==> config.mk <==
export PLATFORM = sky130hd
export DESIGN_NAME = mp_irq_scheduler
export DESIGN_NICKNAME = d
export VERILOG_FILES = /design/src/rtl/mp_irq_scheduler.sv
export SDC_FILE = /design/constraint.sdc
export NUM_CORES = 1
export LEC_CHECK = 0
export ABC_AREA = 1
export BUFFER_PORTS_ARGS = -buffer_cell sky130_fd_sc_hd__buf_2
export CAP_MARGIN = 20
export CORE_UTILIZATION = 62
export DETAILED_ROUTE_END_ITERATION = 6
export PLACE_DENSITY = 0.87
export SLEW_MARGIN = 30
export SYNTH_ARGS = -nofsm -noshare
export SYNTH_HDL_FRONTEND = slang
export SYNTH_SLANG_ARGS = --single-unit
==> constraint.sdc <==
create_clock -name CLK -period 5.54 [get_ports CLK]
set_input_delay 0.554 -clock CLK [delete_from_list [all_inputs] [get_ports CLK]]
set_output_delay 0.554 -clock CLK [all_outputs]
set_load 0.005 [all_outputs]
==> src/rtl/mp_irq_scheduler.sv <==
// mp_irq_scheduler: shared-line interrupt scheduler for N_SOURCES event
// requesters. Rising edges on EVENT_IN set pending bits; unmasked pending
// sources are granted round robin, pulsed on IRQ_OUT for a programmable
// number of cycles and then held until the host acknowledges.
//
// Optional feature macro: MP_IRQ_SCHEDULER_RETRY_EN
//   defined   -> an unacknowledged IRQ is re-pulsed after the retry timeout
//   undefined -> WAIT_ACK waits indefinitely; RETRY_TIMEOUT is unused
//
// state    | meaning
// ---------+--------------------------------------------------------------
// IDLE     | nothing in service; arbitrate among unmasked pending sources
// PULSE    | IRQ_OUT high for the granted source, duration counter running
// WAIT_ACK | pulse finished, waiting for IRQ_ACK (optionally timing out)
module mp_irq_scheduler #(
  parameter int N_SOURCES             = 4,
  parameter int DEFAULT_DURATION      = 100,
  parameter int DEFAULT_RETRY_TIMEOUT = 1000
) (
  input  logic                 CLK,
  input  logic                 RESET,
  input  logic [N_SOURCES-1:0] EVENT_IN,
  input  logic [N_SOURCES-1:0] MASK,
  input  logic [31:0]          DURATION,
  input  logic [31:0]          RETRY_TIMEOUT,
  input  logic                 IRQ_ACK,
  output logic                 IRQ_OUT,
  output logic [3:0]           IRQ_ID,
  output logic [N_SOURCES-1:0] PENDING,
  output logic                 BUSY
);

  localparam int              IW        = (N_SOURCES > 1) ? $clog2(N_SOURCES) : 1;
  localparam logic [31:0]     DEF_DUR   = 32'(DEFAULT_DURATION);
  localparam logic [31:0]     DEF_TO    = 32'(DEFAULT_RETRY_TIMEOUT);
  localparam logic [31:0]     CNT_MAX   = '1;
  localparam logic [IW-1:0]   LAST_INIT = IW'(N_SOURCES - 1);

  typedef enum logic [1:0] {
    IDLE     = 2'd0,
    PULSE    = 2'd1,
    WAIT_ACK = 2'd2
  } state_t;

  state_t                 state;
  state_t                 state_next;
  logic [N_SOURCES-1:0]   event_q;
  logic [N_SOURCES-1:0]   pending;
  logic [N_SOURCES-1:0]   rise;
  logic [N_SOURCES-1:0]   eligible;
  logic [N_SOURCES-1:0]   clr_mask;
  logic [IW-1:0]          irq_id;
  logic [IW-1:0]          last_grant;
  logic [IW-1:0]          grant_idx;
  logic                   grant_valid;
  logic                   ack_accept;
  logic [31:0]            dur_cnt;
  logic [31:0]            deff;
  int                     cand;

`ifdef MP_IRQ_SCHEDULER_RETRY_EN
  logic [31:0]            to_cnt;
  logic [31:0]            teff;
  assign teff = (RETRY_TIMEOUT == '0) ? DEF_TO : RETRY_TIMEOUT;
`else
  logic                   unused_retry;
  assign unused_retry = ^{RETRY_TIMEOUT, DEF_TO};
`endif

  // Counters stop at all-ones rather than wrapping back to a small value.
  function automatic logic [31:0] sat_inc(input logic [31:0] v);
    return (v == CNT_MAX) ? v : v + 32'd1;
  endfunction

  assign rise       = EVENT_IN & ~event_q;
  assign eligible   = pending & ~MASK;
  assign deff       = (DURATION == '0) ? DEF_DUR : DURATION;
  assign ack_accept = IRQ_ACK && ((state == PULSE) || (state == WAIT_ACK));
  assign PENDING    = pending;
  assign IRQ_ID     = 4'(irq_id);

  // Round-robin pick: first eligible source at or above last_grant+1, wrapping.
  always_comb begin
    grant_valid = 1'b0;
    grant_idx   = '0;
    cand        = 0;
    for (int i = 0; i < N_SOURCES; i++) begin
      cand = int'(last_grant) + 1 + i;
      if (cand >= N_SOURCES) cand = cand - N_SOURCES;
      if (!grant_valid && eligible[IW'(cand)]) begin
        grant_valid = 1'b1;
        grant_idx   = IW'(cand);
      end
    end
  end

  // Pending bit of the serviced source is dropped on an accepted ack.
  always_comb begin
    clr_mask = '0;
    if (ack_accept) clr_mask[irq_id] = 1'b1;
  end

  // State register.
  always_ff @(posedge CLK) begin
    if (RESET) state <= IDLE;
    else       state <= state_next;
  end

  // Next-state decode; ack takes precedence over pulse/timeout expiry.
  always_comb begin
    state_next = state;
    case (state)
      IDLE: begin
        if (grant_valid) state_next = PULSE;
      end
      PULSE: begin
        if (IRQ_ACK)                          state_next = IDLE;
        else if (dur_cnt == deff - 32'd1)     state_next = WAIT_ACK;
      end
      WAIT_ACK: begin
        if (IRQ_ACK)                          state_next = IDLE;
`ifdef MP_IRQ_SCHEDULER_RETRY_EN
        else if (to_cnt == teff - 32'd1)      state_next = PULSE;
`endif
      end
      default: state_next = IDLE;
    endcase
  end

  // Outputs decoded directly from the state register.
  always_comb begin
    IRQ_OUT = (state == PULSE);
    BUSY    = (state != IDLE);
  end

  // Event sampling, pending bits, grant bookkeeping and cycle counters.
  always_ff @(posedge CLK) begin
    if (RESET) begin
      event_q    <= '0;
      pending    <= '0;
      irq_id     <= '0;
      last_grant <= LAST_INIT;
      dur_cnt    <= '0;
`ifdef MP_IRQ_SCHEDULER_RETRY_EN
      to_cnt     <= '0;
`endif
    end else begin
      event_q <= EVENT_IN;
      // A new edge on the source being acked re-arms it (set wins).
      pending <= (pending & ~clr_mask) | rise;
      if (ack_accept) last_grant <= irq_id;
      case (state)
        IDLE: begin
          if (grant_valid) begin
            irq_id  <= grant_idx;
            dur_cnt <= '0;
          end
        end
        PULSE: begin
          if (state_next == PULSE) dur_cnt <= sat_inc(dur_cnt);
`ifdef MP_IRQ_SCHEDULER_RETRY_EN
          else if (state_next == WAIT_ACK) to_cnt <= '0;
`endif
        end
        WAIT_ACK: begin
`ifdef MP_IRQ_SCHEDULER_RETRY_EN
          if (state_next == PULSE)         dur_cnt <= '0;
          else if (state_next == WAIT_ACK) to_cnt  <= sat_inc(to_cnt);
`endif
        end
        default: ;
      endcase
    end
  end

endmodule

# Word-level counts from Yosys, hierarchy flattened
# Cells that the tools add are included.
# W data, S select, Z words.
# op_classes
bitwise	7
add_sub_neg	10
n_mux	37
reduce_logical	15
magnitude_cmp	10
eq_ne	8
# ops
op	count
$mux W32	4
$pmux W32 S2	1
$add A32 B1 Y32 const B	1
$eq A32 B32 Y1	1
$eq A32 B32 Y1 const B	1
$logic_not A32 Y1	1
$sub A32 B1 Y32 const B	1
$mux W2	12
$lt A2 B4 Y1 const B	4
$mux W1	13
$and A4 B4 Y4	3
$ge A4 B3 Y1 const B	3
$not A4 Y4	3
$add A3 B2 Y4 const B	2
$bmux W1 S2	4
$sub A2 B1 Y2 const B	4
$pmux W2 S3	1
$logic_and A1 B1 Y1	5
$add A3 B1 Y4 const B	1
$eq A2 B1 Y1 const B	2
$mux W4	1
$ne A2 B2 Y1 const B	2
$or A4 B4 Y4	1
$reduce_and A4 Y1	1
other kinds (12)	15
# word_totals
out_inout_bits	10
ff_bits	46
in_bits	75

# Logic depth before layout (Yosys ltp)
# Gate-level depths: netlist of the first run.
# depth
ltp_word	21
mapped_depth	28
ltp_nobuf	27

# Least setup slack after synthesis of the first run
# Ideal clock, no wire load.
# synth_path
kind	input-to-reg
from	input port DURATION[18]
to	register dur_cnt[16]
slack_ns	2.788
n_path_buf	1
setup_time_ns	0.143
t_arrival_ns	2.609
stages	22
path_cell_list	nor2_1 > nand2_1 > inv_1 > nand2_1 > nor2_2 > nand2_8 > nand3_4 > nor2_4 > nand2_1 > xor2_1 > nand2_1 > nor2_1 > nand2_1 > nor2_1 > nand2_1 > a21oi_1 > nor2_1 > nand2_2 > nand2_4 > buf_2 > nand3_1 > a21oi_2
# synth_between
elab_chain_len	10
# synth_rtl
item	line	source
start: declaration	24	input logic [31:0] DURATION,
$logic_not A32 Y1	77	assign deff = (DURATION == '0) ? DEF_DUR : DURATION;
$mux W32 *	77	
$sub A32 B1 Y32 *	118	else if (dur_cnt == deff - 32'd1) state_next = WAIT_ACK;
$eq A32 B32 Y1 *	118	
$mux W2 *	118	
$mux W2 *	117	if (IRQ_ACK) state_next = IDLE;
$pmux W2 S3 *	112	case (state)
$eq A2 B1 Y1 *	160	if (state_next == PULSE) dur_cnt <= sat_inc(dur_cnt);
$ne A2 B1 Y1 (no source line) *	--	
$reduce_and A4 Y1 (no source line) *	--	
end signal: assignment	160	
end: declaration	57	logic [31:0] dur_cnt;
# Mark *: on every way between the ends. The rest lies on a longest branch, timed or not.
# A chain may end at the register's enable or synchronous reset.

# Worst setup path in the final report of the first run
# layout_path
from	input port DURATION[23]
to	register dur_cnt[15]
# The elaborated chain is that of the path after synthesis.

==> impl_table.tex, run 1 <==
\begin{tabular}{lr}
\hline
Metric & Value \\
\hline
\multicolumn{2}{l}{\textbf{Status}} \\
Result of the run & finished with violations \\
Failing checks & design-rule violations \\
\multicolumn{2}{l}{\textbf{Clocking}} \\
TritonCTS Sinks & 46 \\
\# H-tree levels & 2 \\
Post-CTS Hold Buffers & 0 \\
Clock network latency to the later pin of the worst-skew pair & 0.31 ns \\
Buffer levels on the longest clock path & 2 \\
Clock buffer count from CTS & 5 \\
Clock tree from TritonCTS & built \\
Post-CTS resize count & 0 \\
Post-CTS setup repair buffer count & 0 \\
Root cell of the clock tree & sky130\_fd\_sc\_hd\_\_clkbuf\_8 \\
Clock transition at path regs & 0.09 ns \\
\multicolumn{2}{l}{\textbf{Flow run}} \\
Max cap viols & 0 \\
\multicolumn{2}{l}{\textbf{Yosys}} \\
Avg Inst Size Synth & 6.08 µm² \\
Post-Synthesis Cells & 807 \\
Post-synthesis cell area & 4900 µm² \\
Asr flop ratio synth & 0\% \\
Number of flip-flops and latches in the synthesized netlist & 46 \\
Synth Flop Type & sky130\_fd\_sc\_hd\_\_dfxtp\_1 \\
Area share of the largest cell type after synthesis & 18.8\% \\
Sequential element share of the synthesized area & 18.8\% \\
Post-synthesis cell type with the largest combined area & sky130\_fd\_sc\_hd\_\_dfxtp\_1 \\
Number of synthesized flops with an enable pin & 0 \\
Number of synthesis warnings & 0 \\
Largest cells by area after synthesis & sky130\_fd\_sc\_hd\_\_dfxtp\_1 19\%, sky130\_fd\_sc\_hd\_\_nand2\_1 13\%, sky130\_fd\_sc\_hd\_\_nor2\_1 9.5\%, sky130\_fd\_sc\_hd\_\_inv\_1 8.3\%, sky130\_fd\_sc\_hd\_\_nand3\_1 7.2\% \\
Number of distinct library cells after synthesis & 40 \\
\multicolumn{2}{l}{\textbf{Place}} \\
Minimum setup slack after placement & 1.66 ns \\
Hpwl dp & 10200 µm \\
Routability cong. & 1.06 \\
Buffers on Ports & 50 \\
\multicolumn{2}{l}{\textbf{Worst hold path}} \\
Classification of the worst-slack hold path & flop to flop \\
\multicolumn{2}{l}{\textbf{Finish}} \\
Fill count & 683 \\
Most common cell after layout, fill and taps aside & sky130\_fd\_sc\_hd\_\_nand2\_1 \\
Ratio of cells with drive above 1 in the final layout & 18.1\% \\
Antenna fix cells & 0 \\
Area growth, synth to finish & 6.53\% \\
Commonest cells after routing, fill and taps aside & 171 x sky130\_fd\_sc\_hd\_\_nand2\_1, 124 x sky130\_fd\_sc\_hd\_\_nor2\_1, 109 x sky130\_fd\_sc\_hd\_\_inv\_1, 71 x sky130\_fd\_sc\_hd\_\_nand3\_1, 49 x sky130\_fd\_sc\_hd\_\_buf\_2 \\
Post-Route Utilization & 68.0\% \\
Nets@finish & 919 \\
\multicolumn{2}{l}{\textbf{STA}} \\
Post-layout worst setup margin & 1.92 ns \\
Share of the cycle needed by the critical path after routing & 65.3\% \\
Worst slew margin relative to its limit & 38.1\% \\
Hold Slack & 0.438 ns \\
Time the worst path needs with I/O delays and setup & 3.62 ns \\
Number of pins with negative max-slew slack in the final report & 0 \\
Setup repair after global routing missed its margin & false \\
Total of endpoints with negative setup slack in the final report & 0 \\
Clock Skew & 0.0110 ns \\
Transition time at the pin with the least slew margin & 0.923 ns \\
Final Hold Viols & 0 \\
Max Freq & 276 MHz \\
Total Negative Setup Slacks & 0 ns \\
\multicolumn{2}{l}{\textbf{Detailed routing}} \\
Initial drt markers & 394 \\
Post-detailed-route wirelength per cell & 13.8 µm \\
WL final & 13000 µm \\
Total number of vias & 5278 \\
Ratio of routed vias to standard cells & 5.61 \\
DR DRC count & 1 \\
First-pass iteration count of the detailed router & 7 \\
Number of nets with antenna violations after detailed routing & 0 \\
\multicolumn{2}{l}{\textbf{Floorplan}} \\
Initial Utilization & 63.8\% \\
Core Footprint & 7690 µm² \\
Row Count & 32 \\
DIE WIDTH & 90.9 µm \\
Io pins & 85 \\
Height of the die & 90.9 µm \\
Full die area & 8270 µm² \\
\multicolumn{2}{l}{\textbf{Power and ir drop}} \\
Total power draw & 1210 µW \\
Power density over the cells & 231 nW/µm² \\
Worst IR Drop VDD & 0.000365 V \\
Leakage power & 0.00213 µW \\
\multicolumn{2}{l}{\textbf{Global route}} \\
Wire length of the first global-routing pass & 22000 µm \\
Global Route Usage Sum & 32.4\% \\
Total global routing overflow & 0 \\
Via count of the first global-routing pass & 4979 \\
Initial antenna violation count & 0 \\
Pin count of the biggest net entering global routing & 39 \\
\multicolumn{2}{l}{\textbf{Worst setup path}} \\
Largest fanout of any net on the critical path & 32 \\
Required time at the endpoint of the critical path & 5.78 ns \\
Worst setup SP type & input pin \\
Kind of end point of the critical path & flop \\
Type of the worst setup path & input pin to flop \\
Setup slack, reg-to-reg & 2.27 ns \\
Data arrival time of the critical path & 3.86 ns \\
\hline
\end{tabular}
==> state kept, by name (all words and copies together), names as in the netlist <==
register	count
state	2
event_q	4
last_grant	2
irq_id	2
dur_cnt	32
PENDING	4
==> cells in the mapped netlist (3+ instances only) <==
cell type                    n
sky130_fd_sc_hd__nor3_1     25
sky130_fd_sc_hd__nor2_2     10
sky130_fd_sc_hd__ha_1        6
sky130_fd_sc_hd__a21oi_1    12
sky130_fd_sc_hd__clkinv_1    3
sky130_fd_sc_hd__inv_1     109
sky130_fd_sc_hd__nor2_4      6
sky130_fd_sc_hd__nand3b_1    4
sky130_fd_sc_hd__nand3_1    71
sky130_fd_sc_hd__nand4_1    17
sky130_fd_sc_hd__dfxtp_1    46
sky130_fd_sc_hd__nand3_2     6
sky130_fd_sc_hd__clkbuf_1   12
sky130_fd_sc_hd__a21oi_2    29
sky130_fd_sc_hd__o21ai_0    13
sky130_fd_sc_hd__xnor2_1    22
sky130_fd_sc_hd__buf_12      3
sky130_fd_sc_hd__nor4_1     10
sky130_fd_sc_hd__o22ai_1     4
sky130_fd_sc_hd__buf_2      10
sky130_fd_sc_hd__nand2_2    33
sky130_fd_sc_hd__inv_2       3
sky130_fd_sc_hd__xor2_1     35
sky130_fd_sc_hd__o21a_1      3
sky130_fd_sc_hd__nor2_1    124
sky130_fd_sc_hd__nand2_1   171
==> critical path: stages <==
cell                      delay, ns
sky130_fd_sc_hd__buf_2         0.14
sky130_fd_sc_hd__nor2_1        0.07
sky130_fd_sc_hd__nand2_1       0.11
sky130_fd_sc_hd__nor2_1        0.06
sky130_fd_sc_hd__nand2_1       0.14
sky130_fd_sc_hd__nor2_4        0.06
sky130_fd_sc_hd__nor2_2        0.16
sky130_fd_sc_hd__nand2_4       0.09
sky130_fd_sc_hd__nor2_2        0.47
sky130_fd_sc_hd__nand3_1       0.14
sky130_fd_sc_hd__nand2_1       0.09
sky130_fd_sc_hd__nand2_1       0.04
sky130_fd_sc_hd__inv_1         0.05
sky130_fd_sc_hd__nand2_1       0.06
sky130_fd_sc_hd__nor2_1        0.09
sky130_fd_sc_hd__nand2_1       0.09
sky130_fd_sc_hd__nor2_1        0.11
sky130_fd_sc_hd__nand2_1       0.10
sky130_fd_sc_hd__a21oi_1       0.19
sky130_fd_sc_hd__nor2_1        0.10
sky130_fd_sc_hd__nand2_2       0.10
sky130_fd_sc_hd__nand2_4       0.22
sky130_fd_sc_hd__nand2_8       0.35
sky130_fd_sc_hd__nand2_2       0.11
sky130_fd_sc_hd__a21oi_2       0.13
==> power breakdown <==
part | leakage [µW] | total [µW] | internal, µW | switching [µW]
sequential | 0.000374 | 379 | 352 | 27.6
combinational | 0.00171 | 574 | 146 | 428
clock | 0.0000514 | 256 | 135 | 121
total | 0.00213 | 1210 | 633 | 576
==> metrics by stage <==
step	instance area, µm²	std cells
final	5220	941
after detailed placement	5110	933
after floorplan	4910	808
after global placement	5110	933
after global routing	5220	941
after CTS	5220	941
==> final timing paths <==
kind,from,to,depth (start not counted)
setup / recovery,DURATION[23],dur_cnt[15],25
hold / removal,event_q[1],PENDING[1],1
setup reg to reg,last_grant[0],dur_cnt[15],18
hold reg to reg,event_q[1],PENDING[1],1
==> per-layer routing <==
metal	track usage (%)	up-vias	share of wire (%)
met5	0	-	0
met4	15.7	0	3.8
met3	2.76	47	6.6
met2	58.2	253	49
met1	38.8	2374	41
li1	-	2604	-
==> layout make-up <==
cell class                 count  area [µm²]  area share (%)
tap                          102         128            2.44
timing repair buffer          51         260            4.98
inverter                     115         432            8.26
multi-input combinational    619        3370            64.6
clock inverter                 2        37.5           0.719
sequential                    46         921            17.6
clock buffer                   6        72.6            1.39
==> kinds of logic (layout without fill, tap and decap cells) <==
group,Yosys count,in the layout,synth area share (%)
simple gates,485,485,47.1
buf+inv,143,174,12.5
compound gates,69,69,9.87
xor+xnor,57,57,10.2
flops,46,46,18.8
fa+ha+maj,6,6,1.53
other cells,1,2,0.0765
Power figures use the tool's default switching activity.
==> run 2: changes to the inputs <==
--- a/config.mk
+++ b/config.mk
@@ -8,9 +8,9 @@
 export ABC_AREA = 1
 export BUFFER_PORTS_ARGS = -buffer_cell sky130_fd_sc_hd__buf_2
 export CAP_MARGIN = 20
-export CORE_UTILIZATION = 62
+export CORE_UTILIZATION = 58
 export DETAILED_ROUTE_END_ITERATION = 6
-export PLACE_DENSITY = 0.87
+export PLACE_DENSITY = 0.82
 export SLEW_MARGIN = 30
 export SYNTH_ARGS = -nofsm -noshare
 export SYNTH_HDL_FRONTEND = slang
==> constraint.sdc (replaced) <==
create_clock -name CLK -period 3.65 [get_ports CLK]
set_input_delay 0.365 -clock CLK [delete_from_list [all_inputs] [get_ports CLK]]
set_output_delay 0.365 -clock CLK [all_outputs]
set_load 0.005 [all_outputs]
==> impl_table.tex, run 2 (synthesized netlist as in run 1, its figures left out) <==
\begin{tabular}{lr}
\hline
Metric & Value \\
\hline
\multicolumn{2}{l}{\textbf{Status}} \\
Result of the run & complete, no violations \\
\multicolumn{2}{l}{\textbf{Clocking}} \\
Post-CTS Hold Buffers & 0 \\
Clock buffer count from CTS & 5 \\
Buffer levels on the longest clock path & 2 \\
Post-CTS resize count & 0 \\
Clock tree from TritonCTS & built \\
TritonCTS Sinks & 46 \\
\# H-tree levels & 2 \\
Clock transition at path regs & 0.09 ns \\
Root cell of the clock tree & sky130\_fd\_sc\_hd\_\_clkbuf\_8 \\
Post-CTS setup repair buffer count & 0 \\
Clock network latency to the later pin of the worst-skew pair & 0.31 ns \\
\multicolumn{2}{l}{\textbf{STA}} \\
Setup repair after global routing missed its margin & false \\
Total of endpoints with negative setup slack in the final report & 0 \\
Max Freq & 307 MHz \\
Worst slew margin relative to its limit & 60.6\% \\
Share of the cycle needed by the critical path after routing & 89.2\% \\
Number of pins with negative max-slew slack in the final report & 0 \\
Hold Slack & 0.257 ns \\
Final Hold Viols & 0 \\
Total Negative Setup Slacks & 0 ns \\
Time the worst path needs with I/O delays and setup & 3.26 ns \\
Transition time at the pin with the least slew margin & 0.592 ns \\
Clock Skew & 0.00677 ns \\
\multicolumn{2}{l}{\textbf{Global route}} \\
Wire length of the first global-routing pass & 22200 µm \\
Via count of the first global-routing pass & 4937 \\
Global Route Usage Sum & 31.7\% \\
Initial antenna violation count & 0 \\
Pin count of the biggest net entering global routing & 39 \\
Total global routing overflow & 0 \\
\multicolumn{2}{l}{\textbf{Power and ir drop}} \\
Internal power consumption & 911 µW \\
Combinational Power Share & 49.9\% \\
Power density over the cells & 345 nW/µm² \\
Leakage power & 0.00214 µW \\
Sequential Power Share & 31.9\% \\
Switching power summed over all nets & 893 µW \\
Worst IR Drop VDD & 0.000575 V \\
Clock group share of total power & 18.1\% \\
Fraction of power spent switching nets & 49.5\% \\
\multicolumn{2}{l}{\textbf{Worst setup path}} \\
Required time at the endpoint of the critical path & 3.88 ns \\
Type of the worst setup path & input pin to flop \\
Worst Reg-to-Reg Cells & 18 \\
Largest fanout of any net on the critical path & 17 \\
Data arrival time of the critical path & 3.49 ns \\
Worst setup SP type & input pin \\
Kind of end point of the critical path & flop \\
\multicolumn{2}{l}{\textbf{Detailed routing}} \\
Post-detailed-route wirelength per cell & 13.8 µm \\
Initial drt markers & 376 \\
DR DRC count & 0 \\
Total number of vias & 5170 \\
Number of nets with antenna violations after detailed routing & 0 \\
Ratio of routed vias to standard cells & 5.46 \\
WL final & 13000 µm \\
First-pass iteration count of the detailed router & 5 \\
\multicolumn{2}{l}{\textbf{Flow run}} \\
Max cap viols & 0 \\
\multicolumn{2}{l}{\textbf{Place}} \\
Routability cong. & 0.962 \\
Area post-placement & 5140 µm² \\
Hpwl dp & 10300 µm \\
Buffers on Ports & 50 \\
Placed Instances & 939 \\
\multicolumn{2}{l}{\textbf{Floorplan}} \\
DIE WIDTH & 93.9 µm \\
Height of the die & 93.9 µm \\
Full die area & 8830 µm² \\
Io pins & 85 \\
Row Count & 33 \\
Initial Utilization & 59.7\% \\
Core Footprint & 8220 µm² \\
\multicolumn{2}{l}{\textbf{Finish}} \\
Commonest cells after routing, fill and taps aside & 171 x sky130\_fd\_sc\_hd\_\_nand2\_1, 124 x sky130\_fd\_sc\_hd\_\_nor2\_1, 109 x sky130\_fd\_sc\_hd\_\_inv\_1, 71 x sky130\_fd\_sc\_hd\_\_nand3\_1, 50 x sky130\_fd\_sc\_hd\_\_buf\_2 \\
Number of flip-flops in the largest register & 32 \\
Area growth, synth to finish & 6.61\% \\
Number of non-filler instances in the completed layout & 947 \\
Nets@finish & 922 \\
Antenna fix cells & 0 \\
Most common cell after layout, fill and taps aside & sky130\_fd\_sc\_hd\_\_nand2\_1 \\
Summed area of non-filler cells in the final layout & 5230 µm² \\
Fill count & 813 \\
Ratio of cells with drive above 1 in the final layout & 18.5\% \\
Biggest register & dur\_cnt \\
\multicolumn{2}{l}{\textbf{Worst hold path}} \\
Number of cells on the worst hold path & 3 \\
Classification of the worst-slack hold path & input pin to flop \\
\hline
\end{tabular}
[run 2: cell count changes in the layout (fill, tap and decap cells not counted), sizes merged]
cell	delta
bufinv	-1
clkinv	+2
clkbuf	-1
buf	+3
[run 2: layout make-up]
class / count / area, µm² / area share [%]
clock buffers: 5 / 68.8 / 1.32
clock inverters: 3 / 21.3 / 0.407
inverters: 115 / 432 / 8.26
multi-input cells: 619 / 3370 / 64.5
flip-flops and latches: 46 / 921 / 17.6
well taps: 105 / 131 / 2.51
repair buffers: 54 / 280 / 5.36
[run 2: final timing paths]
path | from | endpoint | slack (ns)
setup / recovery | DURATION[23] | dur_cnt[13] | 0.39
hold / removal | EVENT_IN[1] | event_q[1] | 0.26
setup reg to reg | last_grant[0] | dur_cnt[13] | 0.54
hold reg to reg | event_q[1] | PENDING[1] | 0.44
[run 2: critical path, stage by stage]
cell                      delay (ns)
sky130_fd_sc_hd__buf_2          0.12
sky130_fd_sc_hd__nor2_1         0.06
sky130_fd_sc_hd__nand2_1        0.10
sky130_fd_sc_hd__nor2_1         0.06
sky130_fd_sc_hd__nand2_1        0.18
sky130_fd_sc_hd__nor2_4         0.07
sky130_fd_sc_hd__nor2_4         0.15
sky130_fd_sc_hd__nand3_2        0.12
sky130_fd_sc_hd__nor2_2         0.40
sky130_fd_sc_hd__nand3_1        0.14
sky130_fd_sc_hd__nand2_1        0.10
sky130_fd_sc_hd__nand2_1        0.08
sky130_fd_sc_hd__nand2_1        0.07
sky130_fd_sc_hd__inv_1          0.04
sky130_fd_sc_hd__nand3_1        0.09
sky130_fd_sc_hd__nor2_1         0.05
sky130_fd_sc_hd__nand2_1        0.12
sky130_fd_sc_hd__a21oi_1        0.10
sky130_fd_sc_hd__nor2_1         0.18
sky130_fd_sc_hd__nand2_2        0.11
sky130_fd_sc_hd__nand2_4        0.19
sky130_fd_sc_hd__buf_4          0.26
sky130_fd_sc_hd__nand3_1        0.10
sky130_fd_sc_hd__a21oi_1        0.20
[run 2: power groups by stage]
stage	Clock, µW	Sequential, µW	Combinational [µW]
2_1_floorplan	0	573	831
3_3_place_gp	0	584	858
3_5_place_dp	0	585	890
4_1_cts	332	575	892
5_1_grt	352	582	996
6_report	327	576	901
[run 2: through the flow]
step	setup slack, ns	total power [µW]	util [%]
floorplan	1.09	1400	-
detailed placement	0.200	1480	62.5
finish	0.393	1800	63.6
global placement	0.318	1440	62.5
global route	0.0899	1930	63.6
CTS	0.519	1800	63.6
[run 2: per-layer routing]
metal	vias to the layer above	wire (µm)	global-route usage [%]
li1	2607	-	-
met1	2323	5530	38.2
met2	201	6190	54.5
met3	39	801	3.48
met4	0	507	17.7
met5	-	0	0
